File: src/rtl/retire_perf_monitor.sv
`default_nettype none
// ============================================================================
// Module      : retire_perf_monitor
// Description : Retire-stream performance monitor. It counts cycles,
//               retired instructions, control transfers, mispredictions and
//               bubble cycles. It detects a "j ." self-loop as program end,
//               and returns any counter through a registered read port.
// Revision    : 1.0  initial release
// ----------------------------------------------------------------------------
// Parameters
//   CNT_W        width of every event counter (8..32)
//   HALT_REPEAT  consecutive same-PC retires that declare halt (>=2)
// Ports
//   i_clk        system clock, rising edge
//   i_reset      asynchronous active-high reset
//   i_clear      synchronous clear of counters/state (single-cycle pulse)
//   i_insn_vld   an instruction retires this cycle
//   i_pc_debug   PC of the retiring instruction
//   i_ctrl       retiring instruction is a branch/jump
//   i_mispred    retiring control transfer was mispredicted
//   i_sel        read select: 0 cyc, 1 ret, 2 ctl, 3 mis, 4 bub,
//                5 last_pc, 6 state, 7 zero
//   o_rdata      registered read data, zero-extended from CNT_W
//   o_halt       sticky halt-detected flag
//   o_ovf        sticky counter-overflow flag
// Configuration
//   PERF_CNT_SAT_EN  defined  : counters saturate at all-ones
//                    undefined: counters wrap to zero
// ============================================================================
module retire_perf_monitor #(
  parameter int CNT_W       = 32,
  parameter int HALT_REPEAT = 4
) (
  input  logic        i_clk,
  input  logic        i_reset,
  input  logic        i_clear,
  input  logic        i_insn_vld,
  input  logic [31:0] i_pc_debug,
  input  logic        i_ctrl,
  input  logic        i_mispred,
  input  logic [2:0]  i_sel,
  output logic [31:0] o_rdata,
  output logic        o_halt,
  output logic        o_ovf
);

  typedef enum logic [1:0] {
    ST_IDLE   = 2'd0,
    ST_RUN    = 2'd1,
    ST_HALTED = 2'd2
  } state_t;

  localparam int              NCNT    = 5;  // 0 cyc, 1 ret, 2 ctl, 3 mis, 4 bub
  localparam int              REP_W   = $clog2(HALT_REPEAT + 1);
  localparam logic [REP_W-1:0] REP_MAX = REP_W'(HALT_REPEAT);

  state_t                       state_q, state_d;
  logic [NCNT-1:0][CNT_W-1:0]   cnt_q, cnt_d;
  logic [31:0]                  last_pc_q, last_pc_d;
  logic [REP_W-1:0]             rep_q, rep_d;
  logic [31:0]                  rdata_q, rdata_d;
  logic                         halt_q, halt_d;
  logic                         ovf_q, ovf_d;
  logic                         count_en;
  logic [NCNT-1:0]              inc;

  always_comb begin
    state_d   = state_q;
    cnt_d     = cnt_q;
    last_pc_d = last_pc_q;
    rep_d     = rep_q;
    ovf_d     = ovf_q;
    rdata_d   = '0;

    // Counting happens in RUN and on the IDLE->RUN transition cycle only.
    count_en = (state_q == ST_RUN) || ((state_q == ST_IDLE) && i_insn_vld);

    inc[0] = 1'b1;
    inc[1] = i_insn_vld;
    inc[2] = i_insn_vld & i_ctrl;
    inc[3] = i_insn_vld & i_ctrl & i_mispred;
    inc[4] = ~i_insn_vld;

    // Read mux samples the pre-edge counter values.
    case (i_sel)
      3'd0:    rdata_d = 32'(cnt_q[0]);
      3'd1:    rdata_d = 32'(cnt_q[1]);
      3'd2:    rdata_d = 32'(cnt_q[2]);
      3'd3:    rdata_d = 32'(cnt_q[3]);
      3'd4:    rdata_d = 32'(cnt_q[4]);
      3'd5:    rdata_d = last_pc_q;
      3'd6:    rdata_d = {30'd0, state_q};
      default: rdata_d = '0;
    endcase

    if (count_en) begin
      for (int i = 0; i < NCNT; i++) begin
        if (inc[i]) begin
          if (&cnt_q[i]) begin
            ovf_d = 1'b1;
`ifdef PERF_CNT_SAT_EN
            cnt_d[i] = cnt_q[i];
`else
            cnt_d[i] = '0;
`endif
          end else begin
            cnt_d[i] = cnt_q[i] + CNT_W'(1);
          end
        end
      end

      if (state_q == ST_IDLE) begin
        state_d = ST_RUN;
      end

      if (i_insn_vld) begin
        // The first retire after reset/clear always reloads, even at PC 0.
        if ((state_q == ST_IDLE) || (i_pc_debug != last_pc_q)) begin
          last_pc_d = i_pc_debug;
          rep_d     = REP_W'(1);
        end else if (rep_q != REP_MAX) begin
          rep_d = rep_q + REP_W'(1);
        end
        if (rep_d == REP_MAX) begin
          state_d = ST_HALTED;
        end
      end
    end

    halt_d = (state_d == ST_HALTED);

    if (i_clear) begin
      state_d   = ST_IDLE;
      cnt_d     = '0;
      last_pc_d = '0;
      rep_d     = '0;
      ovf_d     = 1'b0;
      halt_d    = 1'b0;
      rdata_d   = '0;
    end
  end

  always_ff @(posedge i_clk or posedge i_reset) begin
    if (i_reset) begin
      state_q   <= ST_IDLE;
      cnt_q     <= '0;
      last_pc_q <= '0;
      rep_q     <= '0;
      rdata_q   <= '0;
      halt_q    <= 1'b0;
      ovf_q     <= 1'b0;
    end else begin
      state_q   <= state_d;
      cnt_q     <= cnt_d;
      last_pc_q <= last_pc_d;
      rep_q     <= rep_d;
      rdata_q   <= rdata_d;
      halt_q    <= halt_d;
      ovf_q     <= ovf_d;
    end
  end

  assign o_rdata = rdata_q;
  assign o_halt  = halt_q;
  assign o_ovf   = ovf_q;

endmodule
`default_nettype wire
File: config.mk
export PLATFORM = sky130hd
export DESIGN_NAME = retire_perf_monitor
export DESIGN_NICKNAME = d
export VERILOG_FILES = /design/src/rtl/retire_perf_monitor.sv
export SDC_FILE = /design/constraint.sdc
export NUM_CORES = 1
export LEC_CHECK = 0
export CORE_MARGIN = 5
export CORE_UTILIZATION = 27
export DETAILED_ROUTE_END_ITERATION = 16
export PLACE_DENSITY_LB_ADDON = 0.3
export SKIP_CTS_REPAIR_TIMING = 1
export SLEW_MARGIN = 40
export SYNTH_ARGS = -nofsm -noshare
export SYNTH_HDL_FRONTEND = slang
export SYNTH_SLANG_ARGS = --single-unit
File: constraint.sdc
create_clock -name i_clk -period 12.8 [get_ports i_clk]
set_input_delay 3.84 -clock i_clk [delete_from_list [all_inputs] [get_ports i_clk]]
set_output_delay 3.84 -clock i_clk [all_outputs]
set_load 0.05 [all_outputs]
==> run_results.csv, run 1 <==
group,metric,value,unit
clock_network,numCtsBuffers,26,
global_routing,grt_max_degree,103,
yosys,synth_warnings,0,
clock_network,clkTransAtPathRegs,0.07,ns
detailed_routing,drt_iter0_markers,936,
yosys,ys_seq_area_share,47.8,%
placed_design,io_buffers,74,
floorplan,dieWidth,222,um
power_and_ir_drop,irDropWorstVdd,0.0000811,V
critical_path,max_stage_delay,0.62,ns
power_and_ir_drop,p_per_area,113,nW/um^2
detailed_routing,met1_length,16800,um
clock_network,cts_tree,"yes",
placed_design,pre_cts_ws,6.28,ns
global_routing,grt_overflow,0,
final_layout,area_growth,19.0,%
floorplan,io_pins,75,
detailed_routing,dr_wl_met2,17600,um
detailed_routing,first_pass_iters,5,
critical_path,crit_type,"in2reg",
detailed_routing,final_antenna_net_count,0,
placed_design,dp_cells,1892,
sta,min_period,6.04,ns
sta,skew,0.0131,ns
critical_path,cp_max_fo,18,
worst_hold_path,hold_path_class,"reg2reg",
final_layout,nets,1377,
sta,post-route-period-util,47.2,%
detailed_routing,drcViolationCount,0,
detailed_routing,wirelength,40100,um
placed_design,dpl.hpwl,29400,um
yosys,synth.net_count,1317,
power_and_ir_drop,totalPowerFinal,0.00162,W
detailed_routing,wl_met3,3020,um
sta,timing.setup.tns,0,ns
placed_design,gp_congestion,0.877,
final_layout,final_cell_mix,"231 x dfrtp_1, 209 x nor2_1, 96 x xor2_1, 93 x a22oi_1, 90 x nand2_1",
sta,max_freq,166,MHz
final_layout,final_layout_size_suffix_gt1_share,6.52,%
floorplan,die_area,49200,sq um
clock_network,clock_sinks,231,
global_routing,grt_pass1_wl,61200,um
sta,worst_pin_slew,0.761,ns
critical_path,critPathLaunchType,"primary input",
critical_path,cpMaxStageDelayCell,"nor4_1",
run_status,status,"finished, final reports clean",
yosys,async_flop_share,100,%
critical_path,crit_chain,"clkdlybuf4s50_1 > xnor2_1 > nand4_1 > nor4_1 > a31oi_4 > buf_4 > mux2i_1 > nor2_1",
critical_path,crit_arrival,6.44,ns
clock_network,clock_latency,0.55,ns
sta,finalHoldViolations,0,
yosys,syn_inst,1269,
detailed_routing,highest_layer,"met4",
floorplan,start_util,27.3,%
clock_network,cts_max_level,1,
clock_network,clockRootBuffer,"clkbuf_16",
final_layout,layout_commonest_cell,"dfrtp_1",
floorplan,design.core.area,44300,sq um
yosys,synth_edf_count,0,
critical_path,crit_path_start,"i_pc_debug[16]",
sta,setup_viol,0,
critical_path,crit_path_end_kind,"flip-flop",
global_routing,antenna_found_initial,0,
sta,relSlewSlack,49.2,%
sta,fin_ws,6.76,ns
sta,slew_violations,0,
yosys,ys_ff_latch,231,
global_routing,grt_pass1_vias,9987,
critical_path,r2r_start,"cnt_q[108]$_DFFE_PP0P_",
yosys,yosysUniqueCellTypes,59,
floorplan,die_y,222,um
worst_hold_path,worstHoldStart,"cnt_q[95]$_DFFE_PP0P_",
critical_path,crit_family,"buffers and inverters",
final_layout,diodes,0,
sta,grt_setup_unrepaired,"no",
yosys,syn_area_per_cell,9.54,sq um
yosys,synth.cell_area,12100,sq um
yosys,ys.flop_type,"dfrtp_1",
detailed_routing,avgRoutedWirePerCell,20.6,um
final_layout,fin_cells,1941,
critical_path,worst_ep_required_time,13.20,ns
run,maxCapViolations,0,
power_and_ir_drop,leakage,5.67,nW
floorplan,row_count,77,
clock_network,cts_buffer_depth,3,
detailed_routing,routed-via-count,10100,
critical_path,cp.buffers_inverters,2,
global_routing,grt_usage,15.8,%
detailed_routing,via_per_inst,5.22,
-- sequential cells by signal, summed over array words and instances (netlist names) --
| name | cells |
|---|---|
| o_rdata | 32 |
| rep_q | 3 |
| last_pc_q | 32 |
| o_ovf | 1 |
| state_q | 2 |
| cnt_q | 160 |
| o_halt | 1 |
-- worst register-to-register path: stages, from the launching register on --
cell,delay (ns)
dfrtp_1,0.52
and4_1,0.33
nand4_1,0.27
nor4_1,0.73
a31oi_1,0.37
nor2_4,0.56
nor2_1,0.13
-- layout make-up --
class,count,area [sq um]
timing repair buffer,90,880
clock buffer,35,756
tap,592,741
clock inverter,13,108
multi-input combinational,969,6090
sequential,231,5780
inverter,11,48.8
fill,4610,29900
-- path summary, 6_finish.rpt --
check / endpoint / slack, ns / cells past startpoint
worst min register to register: cnt_q[95]$_DFFE_PP0P_ / 0.53 / 1
min in group asynchronous: cnt_q[67]$_DFFE_PP0P_ / 3.63 / 2
worst max register to register: cnt_q[114]$_DFFE_PP0P_ / 9.75 / 6
worst min-delay path: cnt_q[95]$_DFFE_PP0P_ / 0.53 / 1
max in group asynchronous: o_rdata[27]$_DFF_PP0_ / 7.04 / 5
worst max-delay path: last_pc_q[14]$_DFFE_PP0P_ / 6.76 / 8
-- synth_stat cells (7+ instances only) --
master | n | share of area [%]
or3_1 | 7 | 0.36
xor2_1 | 96 | 6.9
and4_1 | 22 | 1.6
nand4_1 | 46 | 2.4
inv_1 | 11 | 0.34
dfrtp_1 | 231 | 48
mux2i_1 | 33 | 2.7
nand3_1 | 82 | 3.4
a31oi_1 | 38 | 2.0
and3_1 | 23 | 1.2
nor2_1 | 210 | 6.5
mux2_2 | 7 | 0.65
a22oi_1 | 93 | 5.8
clkbuf_1 | 45 | 1.4
and2_1 | 8 | 0.41
a21oi_1 | 19 | 0.79
o21ai_0 | 11 | 0.45
nor4_1 | 10 | 0.52
nor3_1 | 28 | 1.2
xnor2_1 | 72 | 5.2
nand2_1 | 90 | 2.8
ha_1 | 7 | 0.72
-- routing by layer --
layer / global-route usage (%) / up-vias
met1: 21.2 / 4997
li1: - / 4652
met5: 0 / -
met2: 24.0 / 386
met4: 8.55 / 0
met3: 3.42 / 93
-- per-stage QoR --
stage / cell area, sq um / util, % / hold WS (ns)
after floorplan: 12100 / - / 0.468
after global placement: 13500 / 30.4 / 0.505
after detailed placement: 13500 / 30.5 / 0.518
after CTS: 14400 / 32.4 / 0.529
after global routing: 14400 / 32.5 / 0.545
final: 14400 / 32.5 / 0.533
-- power by group --
group | switching [W] | internal (W) | leakage (nW) | total, W
registers | 0.0000153 | 0.000739 | 3.20 | 0.000755
logic | 0.0000755 | 0.0000391 | 2.06 | 0.000115
clock network | 0.000317 | 0.000435 | 0.419 | 0.000752
total | 0.000408 | 0.00121 | 5.67 | 0.00162
-- cells by family after synthesis --
family          synth area share, %
simple gates                   22.5
flops                          47.8
compound gates                 11.1
xor+xnor                       12.2
buf+inv                        2.36
mux                            3.38
fa+ha+maj                     0.723
Note: power is estimated with default switching activity, not from simulation.
==> run 2: changes to the inputs <==
- clock period: 12.8 -> 6.1 ns (I/O delays scaled with it)
==> run 2 against run 1 <==
  * Sequential power increased by 110%
  * Via count down 0.75%
  * Hold slack better by 0.0022 ns
  * Clock skew grew 0.0050 ns
  * Power increased by 110%
  * Final area up 0.49%
  * Worst setup slack got worse by 4.8 ns
  * First-iteration DRC count up 3.4%
  * Critical path type unchanged
  * Critical endpoint is now cnt_q[53]$_DFFE_PP0P_
==> run_results.csv, run 2 (synthesis gave the netlist of run 1 again) <==
group,metric,value,unit
sta,max_freq,241,MHz
placed_design,dpl.hpwl,29900,um
detailed_routing,drt_iter0_markers,968,
power_and_ir_drop,power_switching,0.000830,W
clock_network,cts_max_level,1,
critical_path,worst_ep_required_time,6.51,ns
final_layout,fin_cells,1947,
clock_network,cts_tree,"yes",
final_layout,final_cell_mix,"231 x dfrtp_1, 209 x nor2_1, 96 x xor2_1, 93 x a22oi_1, 90 x nand2_1",
power_and_ir_drop,clkPwrFrac,46.4,%
clock_network,cts_buffer_depth,3,
floorplan,start_util,27.3,%
placed_design,io_buffers,74,
critical_path,r2r_slack,3.15,ns
power_and_ir_drop,power.internal,0.00258,W
worst_hold_path,hold_path_class,"reg2reg",
sta,timing.setup.tns,0,ns
clock_network,numCtsBuffers,26,
floorplan,die_y,222,um
clock_network,clkTransAtPathRegs,0.06,ns
sta,slew_violations,0,
final_layout,top_register,"cnt_q",
sta,grt_setup_unrepaired,"no",
critical_path,crit_path_end_kind,"flip-flop",
global_routing,antenna_found_initial,0,
detailed_routing,avgRoutedWirePerCell,20.6,um
critical_path,max_stage_delay,0.70,ns
global_routing,grt_pass1_vias,9809,
placed_design,dp_cells,1900,
detailed_routing,wirelength,40100,um
critical_path,crit_chain,"clkdlybuf4s50_1 > buf_4 > nor2b_1 > buf_4 > nor2_1 > nor4_1 > nand4_1 > xor2_1 > nor2_1",
global_routing,grt_overflow,0,
placed_design,gp_congestion,0.916,
final_layout,multiInputGateArea,6090,sq um
detailed_routing,drcViolationCount,0,
power_and_ir_drop,p_seq_share,46.4,%
power_and_ir_drop,combPwrFrac,7.1,%
sta,post-route-period-util,67.9,%
final_layout,area_growth,19.6,%
run_status,status,"finished, final reports clean",
final_layout,final_layout_size_suffix_gt1_share,6.35,%
power_and_ir_drop,irDropWorstVdd,0.000156,V
global_routing,grt_usage,15.8,%
sta,relSlewSlack,45.4,%
critical_path,critPathLaunchType,"primary input",
critical_path,crit_type,"in2reg",
sta,skew,0.0181,ns
sta,worst_pin_slew,0.819,ns
detailed_routing,final_antenna_net_count,0,
sta,min_period,4.14,ns
clock_network,clockRootBuffer,"clkbuf_16",
final_layout,largest_reg_flops,160,
power_and_ir_drop,leakage,5.71,nW
global_routing,grt_pass1_wl,61600,um
sta,setup_viol,0,
floorplan,die_area,49200,sq um
sta,finalHoldViolations,0,
final_layout,diodes,0,
critical_path,cpMaxStageDelayCell,"nor4_1",
power_and_ir_drop,swShare,24.3,%
floorplan,dieWidth,222,um
detailed_routing,routed-via-count,10100,
floorplan,row_count,77,
clock_network,clock_latency,0.54,ns
final_layout,regArea,5780,sq um
detailed_routing,first_pass_iters,5,
final_layout,layout_commonest_cell,"dfrtp_1",
final_layout,nets,1384,
critical_path,cp_max_fo,12,
power_and_ir_drop,p_per_area,236,nW/um^2
floorplan,io_pins,75,
detailed_routing,via_per_inst,5.16,
floorplan,design.core.area,44300,sq um
final_layout,fillers,4592,
critical_path,crit_arrival,4.56,ns
global_routing,grt_max_degree,84,
run,maxCapViolations,0,
clock_network,clock_sinks,231,
-- run 2: layout make-up --
class                      instances  area share [%]
multi-input combinational        969            42.1
timing repair buffer              97            6.67
sequential                       231            39.9
tap                              592            5.12
clock buffer                      40            5.28
clock inverter                     7           0.622
inverter                          11           0.311
-- run 2: worst max-delay path: cells and delay by family --
family	cells	cell delay (ns)
buf+inv	3	0.92
simple gates	5	1.61
xor+xnor	1	0.18
-- run 2: power groups by stage --
| stage | combinational, W | clock, W | sequential (W) |
|---|---|---|---|
| CTS | 0.000246 | 0.00163 | 0.00158 |
| finish | 0.000244 | 0.00159 | 0.00158 |
| floorplan | 0.000141 | 0 | 0.00160 |
| global placement | 0.000240 | 0 | 0.00161 |
| detailed placement | 0.000246 | 0 | 0.00161 |
| global route | 0.000267 | 0.00169 | 0.00158 |
-- run 2: through the flow --
step           total power, W  setup WS [ns]  hold slack (ns)  util (%)  cell area [sq um]
6_report              0.00341           1.96            0.535      32.7              14500
2_1_floorplan         0.00174           1.25            0.468         -              12100
4_1_cts               0.00346           1.99            0.524      32.7              14500
3_3_place_gp          0.00185           1.53            0.503      30.6              13600
3_5_place_dp          0.00186           1.46            0.516      30.7              13600
5_1_grt               0.00354           1.85            0.535      32.7              14500
-- run 2: metal layers --
| layer | vias up | track usage (%) | wire (um) |
|---|---|---|---|
| li1 | 4660 | - | - |
| met1 | 5024 | 22.6 | 18000 |
| met2 | 317 | 25.6 | 18800 |
| met3 | 51 | 1.92 | 2260 |
| met4 | 0 | 4.33 | 1050 |
| met5 | - | 0 | 0 |
-- run 2: final timing paths --
check                                           end  depth (start not counted)                   start
max                           cnt_q[53]$_DFFE_PP0P_                          9              i_insn_vld
min                          cnt_q[102]$_DFFE_PP0P_                          1  cnt_q[102]$_DFFE_PP0P_
max reg2reg                  cnt_q[121]$_DFFE_PP0P_                          6  cnt_q[108]$_DFFE_PP0P_
min reg2reg                  cnt_q[102]$_DFFE_PP0P_                          1  cnt_q[102]$_DFFE_PP0P_
max in group asynchronous     cnt_q[42]$_DFFE_PP0P_                          3                 i_reset
min in group asynchronous  last_pc_q[6]$_DFFE_PP0P_                          2                 i_reset
==> run 3: changes to the inputs <==
- clock period: 6.1 -> 3.7 ns (I/O delays scaled with it)
==> run 3 against run 2 <==
  * Sequential share of layout area is 0.60 points lower
  * Hold slack worse by 0.026 ns
  * Register-to-register slack worse by 2.4 ns
  * Die area stayed put
  * Worst setup slack worse by 1.3 ns
  * Critical path depth is 8 lower
  * Clock skew is 0.0056 ns lower
  * Clock power is 73% higher
  * Core utilization is 0.50 points higher
  * Wire length is 0.37% lower
  * Largest power group unchanged
  * Power is 69% higher
==> run_results.csv, run 3 (synthesis gave the netlist of run 1 again) <==
group,metric,value,unit
critical_path,critPathLaunchType,"flip-flop",
power_and_ir_drop,leakage,5.85,nW
clock_network,cts_tree,"yes",
critical_path,crit_type,"reg2out",
clock_network,cts_buffer_depth,3,
critical_path,crit_chain,"clkdlybuf4s50_1",
clock_network,clkTransAtPathRegs,0.06,ns
final_layout,final_cell_mix,"231 x dfrtp_1, 209 x nor2_1, 96 x xor2_1, 93 x a22oi_1, 90 x nand2_1",
placed_design,gp_congestion,0.902,
final_layout,fillers,4551,
critical_path,r2r_cells,6,
sta,relSlewSlack,49.4,%
sta,min_period,3.00,ns
critical_path,r2r_slack,0.77,ns
power_and_ir_drop,p_per_area,393,nW/um^2
sta,max_freq,333,MHz
placed_design,dpl.hpwl,29700,um
critical_path,cp_max_fo,3,
global_routing,grt_max_degree,100,
sta,setup_viol,0,
final_layout,layout_commonest_cell,"dfrtp_1",
global_routing,grt_overflow,0,
critical_path,worst_ep_required_time,2.59,ns
detailed_routing,drt_iter0_markers,915,
detailed_routing,wirelength,40000,um
clock_network,clock_latency,0.55,ns
detailed_routing,avgRoutedWirePerCell,20.3,um
final_layout,diodes,0,
clock_network,clock_sinks,231,
critical_path,crit_arrival,1.89,ns
clock_network,numCtsBuffers,27,
placed_design,dp_cells,1918,
clock_network,clockRootBuffer,"clkbuf_16",
detailed_routing,first_pass_iters,6,
sta,post-route-period-util,81.1,%
final_layout,nets,1403,
critical_path,max_stage_delay,0.86,ns
final_layout,fin_util,33.2,%
floorplan,dieWidth,222,um
final_layout,largest_reg_flops,160,
critical_path,crit_family,"buffers and inverters",
critical_path,r2r_start,"cnt_q[108]$_DFFE_PP0P_",
critical_path,r2r_end,"cnt_q[111]$_DFFE_PP0P_",
clock_network,cts_max_level,1,
worst_hold_path,worstHoldStart,"cnt_q[102]$_DFFE_PP0P_",
placed_design,io_buffers,74,
floorplan,die_y,222,um
final_layout,area_growth,21.4,%
worst_hold_path,hold_path_class,"reg2reg",
run_status,status,"finished, final reports clean",
global_routing,grt_pass1_vias,9694,
floorplan,row_count,77,
worst_hold_path,hold_depth,1,
sta,finalHoldViolations,0,
final_layout,top_register,"cnt_q",
global_routing,grt_pass1_wl,61200,um
final_layout,fin_cells,1967,
sta,grt_setup_unrepaired,"no",
critical_path,crit_path_end_kind,"primary output",
sta,slew_violations,0,
global_routing,grt_usage,15.8,%
floorplan,design.core.area,44300,sq um
detailed_routing,drcViolationCount,0,
sta,skew,0.0125,ns
global_routing,antenna_found_initial,0,
sta,holdWs,0.509,ns
worst_hold_path,min_to,"cnt_q[102]$_DFFE_PP0P_",
critical_path,cp.buffers_inverters,1,
final_layout,final_layout_size_suffix_gt1_share,8.07,%
floorplan,io_pins,75,
critical_path,cpMaxStageDelayCell,"clkdlybuf4s50_1",
detailed_routing,via_per_inst,5.14,
sta,worst_pin_slew,0.751,ns
floorplan,die_area,49200,sq um
floorplan,start_util,27.3,%
power_and_ir_drop,irDropWorstVdd,0.000327,V
detailed_routing,routed-via-count,10100,
run,maxCapViolations,0,
detailed_routing,final_antenna_net_count,0,
-- run 3: cell types whose count changed in the layout (fill, tap and decap cells not counted), moves of 5 or more --
cell and change:
clkinv_2 +5, clkbuf_1 -6, buf_4 +14, buf_12 +5
-- run 3: per-layer routing --
metal / GRT usage (%) / vias to the layer above / wire (um)
met5: 0 / - / 0
met4: 5.09 / 0 / 1280
met3: 2.00 / 55 / 2460
met2: 25.3 / 306 / 18500
met1: 22.2 / 5037 / 17700
li1: - / 4707 / -
-- run 3: cell type report --
type / instances / area [sq um] / share of cell area [%]
Multi-Input combinational cell: 969 / 6070 / 41.3
Sequential cell: 231 / 5780 / 39.3
Timing Repair Buffer: 115 / 1140 / 7.78
Clock buffer: 35 / 756 / 5.14
Tap cell: 592 / 741 / 5.04
Clock inverter: 14 / 158 / 1.07
Inverter: 11 / 45.0 / 0.307
-- run 3: worst max-delay path by stage --
stage	slack (ns)	startpoint	depth (start not counted)	to
finish	0.70	o_ovf$_DFFE_PP0P_	1	o_ovf
global route	0.57	cnt_q[108]$_DFFE_PP0P_	6	cnt_q[111]$_DFFE_PP0P_
CTS	0.68	o_ovf$_DFFE_PP0P_	1	o_ovf
detailed placement	0.34	i_insn_vld	9	cnt_q[89]$_DFFE_PP0P_
global placement	0.36	i_insn_vld	8	cnt_q[86]$_DFFE_PP0P_
floorplan	-0.43	i_reset	1	cnt_q[0]$_DFFE_PP0P_
-- run 3: per-stage QoR --
stage	total power [W]	TNS (ns)	setup slack (ns)	instance area, sq um
after global placement	0.00307	0	0.363	13800
final	0.00578	0	0.698	14700
after global routing	0.00599	0	0.573	14700
after floorplan	0.00288	-99.78	-0.432	12100
after CTS	0.00585	0	0.683	14700
after detailed placement	0.00308	0	0.341	13800
-- run 3: where the power goes --
group	internal, W	total (W)	switching [W]
combinational	0.000152	0.000416	0.000264
clock	0.00165	0.00275	0.00110
sequential	0.00256	0.00261	0.0000530
